===== src/rtl/seq_mant_multiplier.sv =====
`default_nettype none
// +--------------------------------------------------------------------------+
// | seq_mant_multiplier: iterative shift-and-add unsigned mantissa multiplier |
// | with a carry-select accumulator adder.            Rev 1.0                 |
// +--------------------------------------------------------------------------+

module csel_rca #(
  parameter int W = 4
) (
  input  logic [W-1:0] a,
  input  logic [W-1:0] b,
  input  logic         cin,
  output logic [W-1:0] sum,
  output logic         cout
);
  always_comb begin
    logic c;
    c   = cin;
    sum = '0;
    for (int i = 0; i < W; i++) begin
      sum[i] = a[i] ^ b[i] ^ c;
      c      = (a[i] & b[i]) | (c & (a[i] ^ b[i]));
    end
    cout = c;
  end
endmodule

module csel_block #(
  parameter int W = 4
) (
  input  logic [W-1:0] a,
  input  logic [W-1:0] b,
  input  logic         cin,
  output logic [W-1:0] sum,
  output logic         cout
);
  logic [W-1:0] sum0;
  logic [W-1:0] sum1;
  logic         co0;
  logic         co1;

  csel_rca #(.W(W)) u_rca0 (.a(a), .b(b), .cin(1'b0), .sum(sum0), .cout(co0));
  csel_rca #(.W(W)) u_rca1 (.a(a), .b(b), .cin(1'b1), .sum(sum1), .cout(co1));

  // Both speculative results are ready before the incoming carry settles.
  assign sum  = cin ? sum1 : sum0;
  assign cout = cin ? co1 : co0;
endmodule

module csel_adder #(
  parameter int N   = 24,
  parameter int BLK = 4
) (
  input  logic [N-1:0] a,
  input  logic [N-1:0] b,
  output logic [N-1:0] sum,
  output logic         cout
);
  localparam int NB = N / BLK;

  generate
    for (genvar k = 0; k < NB; k++) begin : g_blk
      logic co;
      if (k == 0) begin : g_first
        csel_rca #(.W(BLK)) u_rca (
          .a    (a[BLK-1:0]),
          .b    (b[BLK-1:0]),
          .cin  (1'b0),
          .sum  (sum[BLK-1:0]),
          .cout (co)
        );
      end else begin : g_rest
        csel_block #(.W(BLK)) u_blk (
          .a    (a[k*BLK +: BLK]),
          .b    (b[k*BLK +: BLK]),
          .cin  (g_blk[k-1].co),
          .sum  (sum[k*BLK +: BLK]),
          .cout (co)
        );
      end
    end
  endgenerate

  assign cout = g_blk[NB-1].co;
endmodule

module seq_mant_multiplier #(
  parameter int N   = 24,
  parameter int BLK = 4
) (
  input  logic           clk,
  input  logic           rst,
  input  logic           in_valid,
  output logic           in_ready,
  input  logic [N-1:0]   a_i,
  input  logic [N-1:0]   b_i,
  output logic           out_valid,
  input  logic           out_ready,
  output logic [2*N-1:0] p_o
);
  localparam int            CW   = (N > 1) ? $clog2(N) : 1;
  localparam logic [CW-1:0] LAST = CW'(N - 1);

  generate
    if (N % BLK != 0) begin : g_bad_blk
      $error("seq_mant_multiplier: N must be a multiple of BLK");
    end
  endgenerate

  typedef enum logic [1:0] {
    S_IDLE = 2'd0,
    S_RUN  = 2'd1,
    S_DONE = 2'd2
  } state_t;

  state_t        state;
  logic [N-1:0]  acc;
  logic [N-1:0]  mcand;
  logic [N-1:0]  mplier;
  logic [CW-1:0] cnt;

  logic [N-1:0]  addend;
  logic [N-1:0]  add_sum;
  logic          add_co;
  logic [N-1:0]  next_acc;
  logic [N-1:0]  next_mplier;

  assign addend = mplier[0] ? mcand : '0;

  csel_adder #(.N(N), .BLK(BLK)) u_add (
    .a    (acc),
    .b    (addend),
    .sum  (add_sum),
    .cout (add_co)
  );

  // {c,s,mplier} >> 1: the carry enters the accumulator top, the sum LSB enters the multiplier.
  assign next_acc    = {add_co, add_sum[N-1:1]};
  assign next_mplier = {add_sum[0], mplier[N-1:1]};

  always_ff @(posedge clk) begin
    if (rst) begin
      state     <= S_IDLE;
      in_ready  <= 1'b1;
      out_valid <= 1'b0;
      p_o       <= '0;
      acc       <= '0;
      mcand     <= '0;
      mplier    <= '0;
      cnt       <= '0;
    end else begin
      case (state)
        S_IDLE: begin
          if (in_valid && in_ready) begin
            mcand    <= a_i;
            mplier   <= b_i;
            acc      <= '0;
            cnt      <= '0;
            in_ready <= 1'b0;
            state    <= S_RUN;
          end
        end
        S_RUN: begin
          acc    <= next_acc;
          mplier <= next_mplier;
          cnt    <= cnt + CW'(1);
          if (cnt == LAST) begin
            p_o       <= {next_acc, next_mplier};
            out_valid <= 1'b1;
            state     <= S_DONE;
          end
        end
        S_DONE: begin
          if (out_ready) begin
            out_valid <= 1'b0;
            in_ready  <= 1'b1;
            state     <= S_IDLE;
          end
        end
        default: begin
          out_valid <= 1'b0;
          in_ready  <= 1'b1;
          state     <= S_IDLE;
        end
      endcase
    end
  end
endmodule
`default_nettype wire

===== config.mk =====
export PLATFORM = sky130hd
export DESIGN_NAME = seq_mant_multiplier
export DESIGN_NICKNAME = d
export VERILOG_FILES = /design/src/rtl/seq_mant_multiplier.sv
export SDC_FILE = /design/constraint.sdc
export NUM_CORES = 1
export LEC_CHECK = 0
export BUFFER_PORTS_ARGS = -buffer_cell sky130_fd_sc_hd__buf_2
export CORE_MARGIN = 1.5
export CORE_UTILIZATION = 32
export CTS_CLUSTER_SIZE = 25
export DETAILED_ROUTE_END_ITERATION = 10
export PLACE_DENSITY = 0.54
export SYNTH_ARGS = -nofsm -noshare
export SYNTH_HDL_FRONTEND = slang
export SYNTH_SLANG_ARGS = --single-unit

===== constraint.sdc =====
create_clock -name clk -period 19.4 [get_ports clk]
set_clock_uncertainty 0.2 [all_clocks]
set_input_delay 2.91 -clock clk [delete_from_list [all_inputs] [get_ports clk]]
set_output_delay 2.91 -clock clk [all_outputs]
set_load 0.005 [all_outputs]

# Word-level counts from Yosys, hierarchy flattened
# Index checks and enable logic that the tools add are counted.
# op_classes
add_sub_neg,1
n_eq_ne,6
muxes,27
bitwise_logic,159
n_reduce_logical,9
# ops
op,n
$pmux W24 S2,2
$mux W24,3
$and A1 B1 Y1,57
$xor A1 B1 Y1,57
$or A1 B1 Y1,38
$mux W4,5
$pmux W5 S2,1
$mux W1,9
$reduce_and A3 Y1,3
$not A1 Y1,7
$mux W2,3
$ne A2 B2 Y1 const B,3
$pmux W1 S3,2
$pmux W2 S3,1
$reduce_and A2 Y1,3
$add A5 B1 Y5 const B,1
$eq A5 B5 Y1 const B,1
$mux W5,1
$eq A2 B1 Y1 const B,1
$eq A2 B2 Y1 const B,1
$logic_not A2 Y1,1
$reduce_bool A2 Y1,1
$logic_and A1 B1 Y1,1
# totals
reg_bits,129
out_inout_bits,50

# Depth between registers and ports, before layout
# Gate-level depths: netlist (run 1).
# depth
depth_word,15
mapped_depth,37
depth_no_buf,36

# By module
# A second synthesis (run 1) with hierarchy kept.
# hier_totals
hier_cells,825
area_unflattened_um2,7095.6
# modules_own_cells
module,instances,cells_per_inst,area_each_um2
seq_mant_multiplier,1,635,5479.0
csel_rca,11,14,117.6
csel_block,5,7,63.8
csel_adder,1,1,3.8

# Worst setup path before layout (run 1)
# Ideal clock, no wire load.
# synth_path
path_type,register -> register
startpoint,register mplier[0]
endpoint,register acc[23]
setup_ns,0.087
arrival_time_ns,7.811
required_ns,19.113
path_slack_ns,11.302
path_stages_with_launch,37
n_path_buf,1
period_less_slack_ns,8.098
path_cell_list,dfxtp_1 > clkbuf_1 > and2_1 > ha_1 > inv_1 > fa_1 > fa_1 > inv_1 > fa_1 > mux2i_1 > fa_1 > fa_1 > inv_1 > fa_1 > mux2i_1 > fa_1 > fa_1 > inv_1 > fa_1 > mux2i_1 > fa_1 > fa_1 > inv_1 > fa_1 > mux2i_1 > fa_1 > fa_1 > inv_1 > fa_1 > o21ai_0 > fa_1 > inv_1 > fa_1 > inv_1 > fa_1 > or3_1 > o31ai_1
# synth_via
elab_chain_len,15
elab_cells_between_ends,125
classes_between,7 x mux; 118 x bitwise
# synth_lines
item,line_no,rtl
"start, declared",119,logic [N-1:0] mplier;
"start signal, assigned",156,mplier <= b_i;
"start signal, assigned",165,mplier <= next_mplier;
$mux W24 (*),128,assign addend = mplier[0] ? mcand : '0;
$and A1 B1 Y1 / $xor A1 B1 Y1 (equally long branches),22,c = (a[i] & b[i]) | (c & (a[i] ^ b[i]));
$or A1 B1 Y1,22,
$and A1 B1 Y1,22,
$or A1 B1 Y1,22,
$and A1 B1 Y1,22,
$or A1 B1 Y1,22,
$and A1 B1 Y1,22,
$or A1 B1 Y1,22,
$mux W1 (4 in a row),47,assign cout = cin ? co1 : co0;
$mux W1 (*),47,
$pmux W24 S2 (*),152,case (state)
"end signal, assigned",164,acc <= next_acc;
"end, declared",117,logic [N-1:0] acc;
# Every way passes the cells marked *; elsewhere a longest branch is shown, timed or not.
# A chain may end at the register's enable or synchronous reset.

# Final worst setup path (run 1)
# Ends and elaborated chain as after synthesis.

==> flow_summary.toml, run 1 <==
[status]
status = "finished, final reports clean"

[detailed_routing]
drt-initial-drc-count = 260
drc = 0
drt-total-wl_microns = 14900
wire_per_inst_microns = 15.3
via_per_inst = 4.90
num_vias = 4744
first_pass_iters = 4
detail-route-antenna-nets = 0

[hold_path]
min_from = "mcand[4]"
min-delay-path-class = "reg2reg"

[place]
io_buffer_count = 101
dp_hpwl_microns = 8800
gp_congestion = 0.739

[final_layout]
drive_above_1_share_pct = 19.7
regArea_sq_um = 2580
areaGrowthSynthToFinish_pct = 19.8
fill_cells = 1848
antenna_cells = 0
layout.nets = 809
multi_input_area_sq_um = 2830

[clock_network]
post_cts_buffers = 0
clock_path_buffers = 2
cts.reportedPaths.clkPinSlew_ns = 0.05
post_cts_resized = 0
root_buffer = "clkbuf_16"
cts_buffers = 17
insertion_delay_ns = 0.42
htreeDepth = 4
cts_tree = "yes"
clock_sinks = 129
holdBufCountCts = 0

[power]
power_leakage_nw = 2.86
p_per_area_nw_per_um2 = 97.2
peakVddDrop_mv = 0.0627

[floorplan]
std_cell_rows = 49
dieArea_sq_um = 19100
start_util_pct = 32.6
die_y_microns = 138
dieWidth_microns = 138
core_sq_um = 18000
io_pins = 102

[synth]
seq_area_frac_synth_pct = 44.1
netlist-cell-type-count = 34
synthCells = 660
yosysWarnings = 0
synthesis.nets = 742
netlist_area_sq_um = 5860
ys_seq_elements = 129
syn_avg_cell_area_sq_um = 8.88

[grt]
overflow = 0
grt_usage_pct = 16.1
grt_max_degree = 89
grt_pass1_vias = 4660
antenna_found_initial = 0
grt_first_pass_wirelength_microns = 24700

[timing]
finalCritPeriodShare_pct = 43.3
drv_slew = 0
hold-worst-slack_ns = 0.254
fin_tns_setup_ns = 0
setup_violations = 0
timing.slew.headroom_pct = 25.4
rsz0062_at_grt = "no"
max_freq_mhz = 119
hold_viol = 0
tightest_slew_ns = 1.12
fin_crit_ns = 8.41

[setup_path]
timing.rr.start = "mplier[0]"
max_stage_delay_ns = 0.40
r2r_end = "acc[23]"
cp-startpoint = "mplier[0]"
timing.reg2reg.setup_slack_ns = 10.99
worstRegToRegCells = 36
crit_path_end = "acc[23]"
worstPathMaxFanout = 25
setup.worst_path.end_class = "flop"
start_kind = "flop"
arrival_ns = 8.54
slowest_stage = "fa_1"
required_ns = 19.53
criticalPathCategory = "reg2reg"
crit_top_cell = "fa_1"

[run]
maxCapViolCount = 0
==> registers in the layout, summed over array words and instances, names as in the netlist <==
register and count:
acc 24, cnt 5, in_ready 1, mcand 24, mplier 24, out_valid 1
p_o 48, state 2
==> layout by cell type (no fill, tap or decap), types with 10 or more instances in the layout <==
cell / instances
mux2i_1: 28
buf_2: 100
a211oi_1: 38
dfxtp_1: 129
inv_1: 34
a21oi_1: 89
ha_1: 12
o21ai_0: 32
nand2_1: 80
nand3_1: 42
fa_1: 18
o31ai_1: 13
nor3_1: 35
clkbuf_16: 17
buf_4: 10
or3_1: 12
==> cells in the mapped netlist <==
library cell  number  area (sq um)
a211oi_1          38           285
o21bai_1           1          7.51
mux2_2             1          11.3
o21a_1             1          7.51
inv_1             34           128
nand3b_1           2          15.0
nand4b_1           1          8.76
nand2b_1           5          31.3
nor4bb_1           1          10.0
nor2_1             4          15.0
fa_1              18           360
nor3_1            35           175
and2_1             7          43.8
and4b_1            1          10.0
mux2i_1           28           280
dfxtp_1          129          2580
o211ai_1           1          7.51
buf_4             14           105
or3_1             12          75.1
nand4_1            1          6.26
clkbuf_1          20          75.1
buf_6              5          56.3
nand2_1           80           300
o32ai_1            2          17.5
o21ai_0           32           160
nand4bb_1          1          11.3
xor2_1             5          43.8
ha_1              12           150
o31ai_1           13          97.6
nand3_1           42           210
a21oi_1           89           445
nor2b_1            1          6.26
buf_2             23           115
nor3b_1            1          7.51
==> worst min-delay path by stage <==
stage                endpoint  slack (ns)  cells after the start
finish               mcand[4]        0.25                      2
global route        mcand[20]        0.27                      2
CTS                 mcand[11]        0.26                      2
detailed placement   mcand[7]        0.25                      2
global placement     mcand[0]        0.24                      2
floorplan            mcand[0]        0.23                      2
==> where the power goes <==
group	total, mW	switching, mW	internal [mW]
Combinational	0.0624	0.0408	0.0216
Clock	0.336	0.116	0.220
Sequential	0.284	0.00760	0.276
Total	0.682	0.165	0.518
==> worst max-delay path, delay by kind of cell, from the launching register on <==
kind                     cells  cell delay [ns]
AO/OA/AOI/OAI                2             0.19
adder cells (fa/ha/maj)     19             5.86
buffers and inverters        9             0.78
flip-flops                   1             0.30
multiplexers                 4             0.40
AND/OR/NAND/NOR              2             0.54
==> stage by stage <==
| stage | cells | cell area, sq um | utilization, % | power [mW] | worst slack (ns) |
|---|---|---|---|---|---|
| after floorplan | 660 | 5860 | - | 0.336 | 11.30 |
| after global placement | 937 | 6400 | 35.6 | 0.353 | 11.06 |
| after detailed placement | 937 | 6400 | 35.6 | 0.353 | 11.01 |
| after CTS | 969 | 7020 | 39.1 | 0.692 | 10.97 |
| after global routing | 969 | 7020 | 39.1 | 0.710 | 10.42 |
| final | 969 | 7020 | 39.1 | 0.682 | 10.99 |
==> final cells by class <==
class | count | share of cell area (%)
Clock inverter | 12 | 2.32
Timing Repair Buffer | 110 | 8.20
Clock buffer | 20 | 6.50
Tap cell | 229 | 4.08
Sequential cell | 129 | 36.8
Multi-Input combinational cell | 435 | 40.3
Inverter | 34 | 1.82
==> kinds of logic after synthesis <==
| kind of cell | count (synthesis) | synth area share, % |
|---|---|---|
| AOI/OAI and AO/OA | 177 | 17.5 |
| xor gates and xnor gates | 5 | 0.747 |
| adders and majority gates | 30 | 8.71 |
| buffers and inverters | 96 | 8.17 |
| DFF | 129 | 44.1 |
| muxes | 29 | 4.97 |
| and+or+nand+nor | 194 | 15.8 |
==> layer usage <==
metal | global-route usage (%) | share of wire, % | vias to the layer above
met5 | 0 | 0 | -
met4 | 4.82 | 1.1 | 0
met3 | 4.54 | 4.7 | 9
met2 | 24.7 | 43 | 98
met1 | 22.0 | 51 | 2213
li1 | - | - | 2424
Note: power is estimated with default switching activity, not from simulation.
==> inputs of run 2 (changes only) <==
==> constraint.sdc (replaced) <==
create_clock -name clk -period 8 [get_ports clk]
set_clock_uncertainty 0.2 [all_clocks]
set_input_delay 1.2 -clock clk [delete_from_list [all_inputs] [get_ports clk]]
set_output_delay 1.2 -clock clk [all_outputs]
set_load 0.005 [all_outputs]
==> run 2 against run 1 <==
Critical path depth stayed put; utilization is 0.59 points higher; first-iteration DRC count is 2.7% lower; critical endpoint unchanged.
==> flow_summary.toml, run 2 (same netlist as run 1, synthesis figures left out) <==
[place]
pre_cts_ws_ns = -0.0724
placedInstanceArea_sq_um = 6450
dp_hpwl_microns = 9190
io_buffer_count = 101
gp_congestion = 0.745
place_inst = 943

[setup_path]
start_kind = "flop"
slowest_stage = "or3_1"
criticalPathCategory = "reg2reg"
setup.worst_path.end_class = "flop"
arrival_ns = 7.81
max_stage_delay_ns = 0.37
worstPathMaxFanout = 3
required_ns = 8.12
crit_top_cell = "fa_2"

[floorplan]
core_sq_um = 18000
dieWidth_microns = 138
dieArea_sq_um = 19100
io_pins = 102
start_util_pct = 32.6
die_y_microns = 138
std_cell_rows = 49

[final_layout]
largest_reg_flops = 48
top_register = "p_o"
layout.nets = 818
layout_common_cells = "dfxtp_1, buf_2, a21oi_1"
regArea_sq_um = 2580
antenna_cells = 0
final_cells = 978
multi_input_area_sq_um = 2900
fill_cells = 1881
fin_util_pct = 39.7
areaGrowthSynthToFinish_pct = 21.6
drive_above_1_share_pct = 24.3
finish.instance_area_sq_um = 7130
mostFrequentLayoutCell = "dfxtp_1"

[timing]
rsz0062_at_grt = "no"
hold-worst-slack_ns = 0.251
setup_violations = 0
timing.slew.headroom_pct = 24.1
tightest_slew_ns = 1.14
setup_ws_ns = 0.319
fin_crit_ns = 7.68
finalCritPeriodShare_pct = 96.0
fin_tns_setup_ns = 0
hold_viol = 0
drv_slew = 0
max_freq_mhz = 130

[grt]
grt_usage_pct = 16.4
grt_max_degree = 92
antenna_found_initial = 0
overflow = 0
grt_pass1_vias = 4647
grt_first_pass_wirelength_microns = 25100

[detailed_routing]
drt-total-wl_microns = 15200
num_vias = 4783
wire_per_inst_microns = 15.6
drt-initial-drc-count = 253
first_pass_iters = 4
drc = 0
via_per_inst = 4.89
detail-route-antenna-nets = 0

[clock_network]
insertion_delay_ns = 0.42
cts.reportedPaths.clkPinSlew_ns = 0.06
clock_path_buffers = 2
clock_sinks = 129
cts_buffers = 17
holdBufCountCts = 0
cts_tree = "yes"
htreeDepth = 4
root_buffer = "clkbuf_16"

[status]
status = "finished, final reports clean"

[hold_path]
min-delay-path-class = "reg2reg"

[power]
power_leakage_nw = 2.89
peakVddDrop_mv = 0.157
total_power_mw = 1.62
p_per_area_nw_per_um2 = 227

[run]
maxCapViolCount = 0
[run 2: final timing paths]
check / startpoint / to / slack, ns / depth (start not counted)
worst max-delay path: mcand[0] / acc[23] / 0.32 / 36
worst min-delay path: mcand[11] / mcand[11] / 0.25 / 2
worst max register to register: mcand[0] / acc[23] / 0.32 / 36
worst min register to register: mcand[11] / mcand[11] / 0.25 / 2
[run 2: metal layers]
metal / GRT usage (%) / wire length [microns] / up-vias / part of all wire [%]
met1: 23.2 / 7530 / 2221 / 49
li1: - / - / 2443 / -
met3: 4.16 / 772 / 8 / 5.1
met5: 0 / 0 / - / 0
met2: 24.6 / 6810 / 111 / 45
met4: 4.99 / 106 / 0 / 0.70
[run 2: final cells by class]
cell class / count / area share (%)
Inverter: 34 / 1.79
Multi-Input combinational cell: 435 / 40.7
Timing Repair Buffer: 119 / 9.02
Sequential cell: 129 / 36.2
Clock inverter: 12 / 1.97
Clock buffer: 20 / 6.27
Tap cell: 229 / 4.02
[run 2: worst max-delay path, delay by kind of cell (launching register included)]
kind | cells | cell delay (ns)
AOI/OAI and AO/OA | 2 | 0.13
adders and majority gates | 19 | 5.23
buffers and inverters | 8 | 0.45
DFF | 1 | 0.32
muxes | 4 | 0.71
and+or+nand+nor | 3 | 0.58
[run 2: power by group]
part           switching, mW  total (mW)  internal (mW)
clock network          0.285       0.778          0.493
logic                  0.100       0.154         0.0538
registers             0.0184       0.688          0.670
total                  0.403        1.62           1.22
[run 2: repair_timing]
action                                  in CTS  in global routing
resized for setup                           21                  8
endpoints found under the setup margin       3                  4
setup buffers                                2                  1
pin swaps                                   10                 11
